==> src/rtl/mem_port_sequencer.sv <==
// -----------------------------------------------------------------------------
// mem_port_sequencer
//
// Arbitrates a single unified memory port between instruction fetch and the
// MEM-stage data access, and produces the stage advance enables that freeze
// or step the whole pipeline.
//
// A pipeline step is: IDLE (sample requests) -> D_ACC (if a load/store is
// wanted) -> I_ACC (if a fetch is wanted) -> ADV (one-cycle pulse on every
// stage enable) -> IDLE. The data access goes first because it belongs to the
// older instruction.
//
// Optional build macro: ACC_TIMEOUT_EN
//   defined   : an access with no mem_ack for WAIT_MAX cycles is abandoned,
//               acc_err is set (sticky) and the step carries on.
//   undefined : accesses wait for mem_ack forever; acc_err is tied 0.
//
// Ports
//   CLK, RST_n            clock (rising edge), async active-low reset
//   if_req/if_addr        fetch request and PC
//   if_rdata              last fetched instruction (registered)
//   dm_req/dm_we/dm_addr  load/store request, direction, address
//   dm_wdata/dm_wstrb     store data and byte enables
//   dm_rdata              last load data (registered)
//   mem_req..mem_wstrb    memory request side, mem_req held until mem_ack
//   mem_ack/mem_rdata     memory completion and read data
//   pipe_state[3:0]       stage advance enables (IF/ID, ID/EX, EX/MEM, MEM/WB)
//   acc_err               sticky access-timeout flag
// -----------------------------------------------------------------------------
module mem_port_sequencer #(
  parameter int ADDR_W   = 32,
  parameter int DATA_W   = 32,
  parameter int WAIT_MAX = 15
) (
  input  logic              CLK,
  input  logic              RST_n,
  input  logic              if_req,
  input  logic [ADDR_W-1:0] if_addr,
  output logic [DATA_W-1:0] if_rdata,
  input  logic              dm_req,
  input  logic              dm_we,
  input  logic [ADDR_W-1:0] dm_addr,
  input  logic [DATA_W-1:0] dm_wdata,
  input  logic [3:0]        dm_wstrb,
  output logic [DATA_W-1:0] dm_rdata,
  output logic              mem_req,
  output logic              mem_we,
  output logic [ADDR_W-1:0] mem_addr,
  output logic [DATA_W-1:0] mem_wdata,
  output logic [3:0]        mem_wstrb,
  input  logic              mem_ack,
  input  logic [DATA_W-1:0] mem_rdata,
  output logic [3:0]        pipe_state,
  output logic              acc_err
);

  if (WAIT_MAX < 1 || WAIT_MAX > 255) begin : g_wait_max_range
    $error("mem_port_sequencer: WAIT_MAX must be in 1..255");
  end

  typedef enum logic [1:0] {
    IDLE  = 2'd0,
    D_ACC = 2'd1,
    I_ACC = 2'd2,
    ADV   = 2'd3
  } state_t;

  state_t state, state_nx;
  logic   pend_i;      // fetch still owed after the data access of this step
  logic   acc_abort;   // current access given up without an ack

`ifdef ACC_TIMEOUT_EN
  logic [7:0] wait_cnt;
  logic       acc_err_q;

  // The last allowed wait cycle is the one where the counter reaches
  // WAIT_MAX-1; an ack in that same cycle still completes the access.
  assign acc_abort = (state == D_ACC || state == I_ACC) && !mem_ack &&
                     (wait_cnt == 8'(WAIT_MAX - 1));
  assign acc_err   = acc_err_q;
`else
  assign acc_abort = 1'b0;
  assign acc_err   = 1'b0;
`endif

  // Next state and memory-port outputs
  always_comb begin
    state_nx   = state;
    mem_req    = 1'b0;
    mem_we     = 1'b0;
    mem_addr   = if_addr;
    mem_wdata  = dm_wdata;
    mem_wstrb  = 4'b0000;
    pipe_state = 4'b0000;
    case (state)
      IDLE: begin
        if (dm_req)      state_nx = D_ACC;
        else if (if_req) state_nx = I_ACC;
        else             state_nx = ADV;
      end
      D_ACC: begin
        mem_req   = 1'b1;
        mem_we    = dm_we;
        mem_addr  = dm_addr;
        mem_wstrb = dm_we ? dm_wstrb : 4'b0000;
        if (mem_ack || acc_abort) state_nx = pend_i ? I_ACC : ADV;
      end
      I_ACC: begin
        mem_req = 1'b1;
        if (mem_ack || acc_abort) state_nx = ADV;
      end
      ADV: begin
        pipe_state = 4'b1111;
        state_nx   = IDLE;
      end
      default: state_nx = IDLE;
    endcase
  end

  // State and capture registers
  always_ff @(posedge CLK or negedge RST_n) begin
    if (!RST_n) begin
      state    <= IDLE;
      pend_i   <= 1'b0;
      if_rdata <= '0;
      dm_rdata <= '0;
    end else begin
      state <= state_nx;
      if (state == IDLE) pend_i <= if_req;
      if (state == D_ACC && mem_ack && !dm_we) dm_rdata <= mem_rdata;
      if (state == I_ACC && mem_ack) if_rdata <= mem_rdata;
    end
  end

`ifdef ACC_TIMEOUT_EN
  // Wait counter restarts on every state entry
  always_ff @(posedge CLK or negedge RST_n) begin
    if (!RST_n) begin
      wait_cnt  <= 8'd0;
      acc_err_q <= 1'b0;
    end else begin
      if (state_nx != state) wait_cnt <= 8'd0;
      else if (state == D_ACC || state == I_ACC) wait_cnt <= wait_cnt + 8'd1;
      if (acc_abort) acc_err_q <= 1'b1;
    end
  end
`endif

endmodule
==> config.mk <==
export PLATFORM = sky130hd
export DESIGN_NAME = mem_port_sequencer
export DESIGN_NICKNAME = d
export VERILOG_FILES = /design/src/rtl/mem_port_sequencer.sv
export SDC_FILE = /design/constraint.sdc
export NUM_CORES = 1
export LEC_CHECK = 0
export CAP_MARGIN = 20
export CORE_ASPECT_RATIO = 2
export CORE_MARGIN = 3
export CORE_UTILIZATION = 29
export CTS_CLUSTER_DIAMETER = 50
export CTS_CLUSTER_SIZE = 12
export DETAILED_ROUTE_END_ITERATION = 7
export PLACE_DENSITY = 0.83
export SLEW_MARGIN = 20
export SYNTH_ARGS = -nofsm -noshare
export SYNTH_HDL_FRONTEND = slang
export SYNTH_SLANG_ARGS = --single-unit
==> constraint.sdc <==
create_clock -name CLK -period 2 [get_ports CLK]
set_clock_uncertainty 0.2 [all_clocks]
set_input_delay 0.4 -clock CLK [delete_from_list [all_inputs] [get_ports CLK]]
set_output_delay 0.4 -clock CLK [all_outputs]
set_load 0.02 [all_outputs]
==> results of run 1 <==
==> power groups by stage <==
| stage | clock network, mW | registers [mW] | logic [mW] |
|---|---|---|---|
| floorplan | 0 | 3.21 | 1.87 |
| global placement | 0 | 2.40 | 4.97 |
| detailed placement | 0 | 2.45 | 5.06 |
| CTS | 1.88 | 2.44 | 5.43 |
| global route | 1.93 | 2.51 | 5.80 |
| finish | 1.84 | 2.42 | 5.52 |
==> per-stage QoR <==
step                      hold WS [ns]  utilization [%]  setup slack [ns]  power [mW]  cells
after floorplan               -0.09559                -           0.01185       5.089    236
after global placement          0.2388            49.13           -0.4090       7.368    553
after detailed placement        0.2480            49.13           -0.4335       7.511    553
after CTS                       0.2933            53.53           -0.3258       9.748    580
after global routing            0.3093            54.51           -0.3342       10.25    581
final                           0.2864            54.51           -0.2874       9.784    581
==> synthesized netlist by cell type (all sizes together) <==
library cell   n  area share [%]
and3           4            0.75
nor2b          1            0.19
nor2           1            0.11
dfrtp         67              51
o21bai         1            0.23
mux2          97              33
o21ai          1            0.15
buf           46              10
and2           1            0.19
a21oi          1            0.15
nand3b         2            0.83
nand2          1            0.11
inv            3            0.34
ha             7             2.6
conb           1            0.11
o311ai         1            0.26
mux2i          1            0.30
==> layer usage <==
| metal | global-route usage (%) | part of all wire, % |
|---|---|---|
| met1 | 12.90 | 26 |
| met2 | 38.05 | 55 |
| met3 | 11.11 | 16 |
| met4 | 8.954 | 3.4 |
| met5 | 0 | 0 |
==> worst max-delay path: stages, from the launching register on <==
cell and delay [ns]:
dfrtp_1 0.40, inv_2 0.08, ha_4 0.14, buf_8 0.13, clkbuf_16 0.16, mux2_4 0.33, buf_6 0.14
==> final timing paths <==
check / slack [ns] / cells past startpoint / endpoint
hold / removal: 0.29 / 1 / dm_rdata[4]$_DFFE_PN0P_
setup reg to reg: 0.09 / 7 / if_rdata[22]$_DFFE_PN0P_
hold reg to reg: 0.29 / 1 / dm_rdata[4]$_DFFE_PN0P_
min in group asynchronous: 0.42 / 3 / dm_rdata[11]$_DFFE_PN0P_
setup / recovery: -0.29 / 6 / mem_addr[9]
max in group asynchronous: 0.88 / 3 / dm_rdata[0]$_DFFE_PN0P_
==> kinds of logic after synthesis <==
kind of cell / synth area share [%]
adder cells (fa/ha/maj): 2.641
AO/OA/AOI/OAI: 0.7923
buffers and inverters: 10.45
flip-flops: 50.57
AND/OR/NAND/NOR: 2.189
other: 0.1131
multiplexers: 33.25
==> layout by cell type (no fill, tap or decap), drive strengths merged <==
cell / Yosys / routed
conb: 1 / 1
clkdlybuf4s50: 0 / 168
clkinvlp: 0 / 1
o311ai: 1 / 1
o21bai: 1 / 1
clkbuf: 0 / 11
nand2: 1 / 1
o21ai: 1 / 1
nand3b: 2 / 2
bufinv: 0 / 3
nor2: 1 / 1
mux2: 97 / 97
dfrtp: 67 / 67
buf: 46 / 65
mux2i: 1 / 1
dlygate4sd3: 0 / 1
ha: 7 / 7
inv: 3 / 4
and2: 1 / 1
a21oi: 1 / 1
clkinv: 0 / 1
and3: 4 / 4
nor2b: 1 / 1
==> layout make-up <==
type / count / area (um2) / share of cell area (%)
timing repair buffer: 235 / 2361 / 39.33
sequential: 67 / 1677 / 27.93
multi-input combinational: 120 / 1424 / 23.72
clock buffer: 10 / 239.0 / 3.981
tap: 140 / 175.2 / 2.918
clock inverter: 6 / 111.4 / 1.855
inverter: 3 / 16.27 / 0.2709
==> sequential cells by signal, indices dropped and copies added, names as in the netlist <==
signal and count:
if_rdata 32, pend_i 1, state 2, dm_rdata 32
==> what timing repair did <==
| item | in CTS | in global routing |
|---|---|---|
| hold buffers | 1 | 0 |
| setup buffers | 8 | 1 |
| endpoints found under the hold margin | 67 | 0 |
| gates cloned | 3 | 1 |
| pin swaps | 1 | 0 |
| resized for setup | 216 | 28 |
| setup endpoints to repair | 42 | 73 |
==> flow_summary.ini, run 1 <==
[logic_synthesis]
syn_area_mm2 = 0.003316
avgSynthCellArea_um2 = 14.05
syn_inst = 236
yosys_warnings = 0
ys_seq_elements = 67
seq_area_frac_synth_pct = 50.57
synth_cell_type_count = 20
synth_nets = 381

[grt]
antenna_found_initial = 0
grt_pass1_vias = 3094
overflow = 0
grt.total_usage_pct = 19.15
grt_max_degree = 68
grt_pass1_wl_um = 17390

[floorplan]
start_util_pct = 30.11
die-area_mm2 = 0.01283
die_y_um = 157.2
die_w_um = 81.61
placementRows = 54
pin_count = 277
core-area_mm2 = 0.01101

[worst_setup_path]
arrival_ns = 1.69
worstSetupStartpoint = state[1]$_DFFE_PN0P_
end_kind = primary output
cp.required_ns = 1.40
r2r_start = state[0]$_DFFE_PN0P_
critical_path.startpoint_type = flop
path_max_fanout = 4
crit_type = reg2out

[placed_design]
place_congestion = 0.7315
dpl_cell_area_mm2 = 0.005410
place_hpwl_um = 9893
portBuffers = 211

[drt]
drc_errors = 0
dr.pass1.iters = 4
num_vias = 2688
drt-vias-per-instance = 4.627
ant_nets = 0
routed_wl_um = 12820
drt-initial-drc-count = 44
wl_per_cell_um = 22.06

[sta]
fmax_mhz = 437.2
finalCritPeriodShare_pct = 114.4
hold_violations = 0
drv_slew = 0
setup_slack_ns = -0.2874
setup_tns_ns = -8.548
grt_setup_unrepaired = yes
min_period_ns = 2.287
setup_violations = 38

[cts]
clk_pin_slew_ns = 0.06
cts_made_buffers = 9
cts_root_buf = clkbuf_16
cts.sinks = 67
htreeDepth = 3
clk_latency_ns = 0.32
tritoncts = built
cts_buffer_depth = 2

[power]
vdd_drop_max_uv = 996.3
clock_power_share_pct = 18.8
p_leak_nw = 2.598
p_int_mw = 6.304
netSwitchingFraction_pct = 35.57
seqPwrFrac_pct = 24.8
pwr-share-comb_pct = 56.4
switchingPower_mw = 3.480
power_density_mw_per_mm2 = 1630

[layout]
n_antenna_cell = 0
syn_to_final_growth_pct = 81.06
drive_gt1_share_pct = 43.08
nets = 581
fin_area_mm2 = 0.006003
fillers = 934

[flow_run]
drv_cap = 0

[min_path]
hold_class = reg2reg
hp-start = dm_rdata[4]$_DFFE_PN0P_

[status]
status = finished with violations
failed_checks = setup timing
Note: power is estimated with default switching activity, not from simulation.
==> inputs of run 2 (changes only) <==
--- a/config.mk
+++ b/config.mk
@@ -9,10 +9,9 @@
 export CORE_ASPECT_RATIO = 2
 export CORE_MARGIN = 3
 export CORE_UTILIZATION = 29
-export CTS_CLUSTER_DIAMETER = 50
 export CTS_CLUSTER_SIZE = 12
 export DETAILED_ROUTE_END_ITERATION = 7
-export PLACE_DENSITY = 0.83
+export PLACE_DENSITY = 0.77
 export SLEW_MARGIN = 20
 export SYNTH_ARGS = -nofsm -noshare
 export SYNTH_HDL_FRONTEND = slang
==> run 2 against run 1 <==
  * Power decreased by 1.3%
  * Sequential power about the same
  * Non-clock buffer count is 7 higher
  * Register-to-register slack got worse by 0.24 ns
  * Combinational power up 3%
  * Utilization rose by 0.44 points
  * First-iteration DRC count is 59% lower
  * The flow still finishes with violations (setup timing)
  * Cell area rose by 0.81%
  * Clock power shrank 17%
  * Routed wire length fell by 2.3%
  * Critical path type unchanged
==> flow_summary.ini, run 2 (synthesized netlist as in run 1, its figures left out) <==
[layout]
final_common_cell = clkdlybuf4s50_1
drive_gt1_share_pct = 43.97
fillers = 950
syn_to_final_growth_pct = 82.53
fin_util_pct = 54.95
final_cell_mix = 167 x clkdlybuf4s50_1, 82 x mux2_2, 67 x dfrtp_1
n_antenna_cell = 0
reg_top3 = dm_rdata x32, if_rdata x32, state x2
nets = 588

[grt]
grt.total_usage_pct = 18.72
grt_pass1_wl_um = 16910
antenna_found_initial = 0
grt_pass1_vias = 2911
grt_max_degree = 68
overflow = 0

[floorplan]
start_util_pct = 30.11
die_w_um = 81.61
pin_count = 277
placementRows = 54
die-area_mm2 = 0.01283
die_y_um = 157.2
core-area_mm2 = 0.01101

[flow_run]
drv_cap = 0

[sta]
fmax_mhz = 436.2
grt_setup_unrepaired = yes
setup_violations = 38
setup_slack_ns = -0.2927
hold_violations = 0
hold_ws_ns = 0.2915
min_period_ns = 2.293
finalCritPeriodShare_pct = 114.6
drv_slew = 0

[drt]
drt-vias-per-instance = 4.588
routed_wl_um = 12530
num_vias = 2698
drt-initial-drc-count = 18
wl_per_cell_um = 21.30
ant_nets = 0
drc_errors = 0
dr.pass1.iters = 3

[cts]
cts_made_buffers = 9
htreeDepth = 3
cts_root_buf = clkbuf_16
clk_pin_slew_ns = 0.06
cts_buffer_depth = 2
tritoncts = built
clk_latency_ns = 0.32
cts.sinks = 67

[worst_setup_path]
worstSetupStartpoint = state[1]$_DFFE_PN0P_
end_kind = primary output
critical_path.startpoint_type = flop
crit_type = reg2out
arrival_ns = 1.69
r2r_start = state[0]$_DFFE_PN0P_
path_max_fanout = 7
cp.required_ns = 1.40

[power]
p_leak_nw = 2.618
vdd_drop_max_uv = 828.8
total_power_mw = 9.660
power_density_mw_per_mm2 = 1596

[status]
status = finished with violations
failed_checks = setup timing

[placed_design]
dp_worst_setup_slack_ns = -0.4454
portBuffers = 211
place_congestion = 0.8163
place_hpwl_um = 9897

[min_path]
hp-start = dm_rdata[4]$_DFFE_PN0P_
hold_class = reg2reg
run 2: report_power, final:
group          internal [mW]  switching, mW
registers               2.05          0.375
clock network          0.961          0.566
logic                   3.15           2.55
total                   6.17           3.49
run 2: final cells by class:
type | instances | area, um2 | share of cell area (%)
Inverter | 3 | 13.76 | 0.2274
Timing Repair Buffer | 242 | 2446 | 40.42
Multi-Input combinational cell | 120 | 1454 | 24.02
Sequential cell | 67 | 1677 | 27.70
Clock inverter | 5 | 53.80 | 0.8890
Clock buffer | 11 | 232.7 | 3.845
Tap cell | 140 | 175.2 | 2.894
run 2: worst paths after layout:
kind / end / slack (ns) / depth (start not counted)
worst max register to register: state[0]$_DFFE_PN0P_ / -0.15 / 12
max in group asynchronous: pend_i$_DFFE_PN0N_ / 0.88 / 3
min in group asynchronous: if_rdata[13]$_DFFE_PN0P_ / 0.42 / 3
worst min-delay path: dm_rdata[4]$_DFFE_PN0P_ / 0.29 / 1
worst max-delay path: mem_addr[14] / -0.29 / 6
worst min register to register: dm_rdata[4]$_DFFE_PN0P_ / 0.29 / 1
run 2: worst max-delay path: stages (launching register included):
cell	delay, ns
dfrtp_1	0.38
inv_2	0.08
ha_4	0.19
buf_12	0.13
buf_16	0.13
mux2_4	0.31
buf_6	0.13
run 2: repair_timing:
action / in CTS / in global routing
setup buffers: 9 / 11
endpoints found under the hold margin: 67 / 0
gates resized for setup: 194 / 56
setup endpoints to repair: 42 / 76
pin swaps: 1 / 3
hold buffers: 1 / 0
cloned: 2 / 0
run 2: routing by layer:
metal  track usage, %  part of all wire [%]  vias up  routed length [um]
met5                0                     0        -                   0
met4            9.271                   3.8        0                 476
met3            13.06                    18       43                2250
met2            34.63                    53      160                6671
met1            13.39                    25     1295                3126
li1                 -                     -     1200                   -
run 2: through the flow:
step                area, um2  setup TNS (ns)  cells
floorplan                3323               0    236
global placement         5483          -16.85    557
detailed placement       5483          -18.06    557
CTS                      5809          -9.622    584
global route             6052          -11.46    588
finish                   6052          -8.759    588
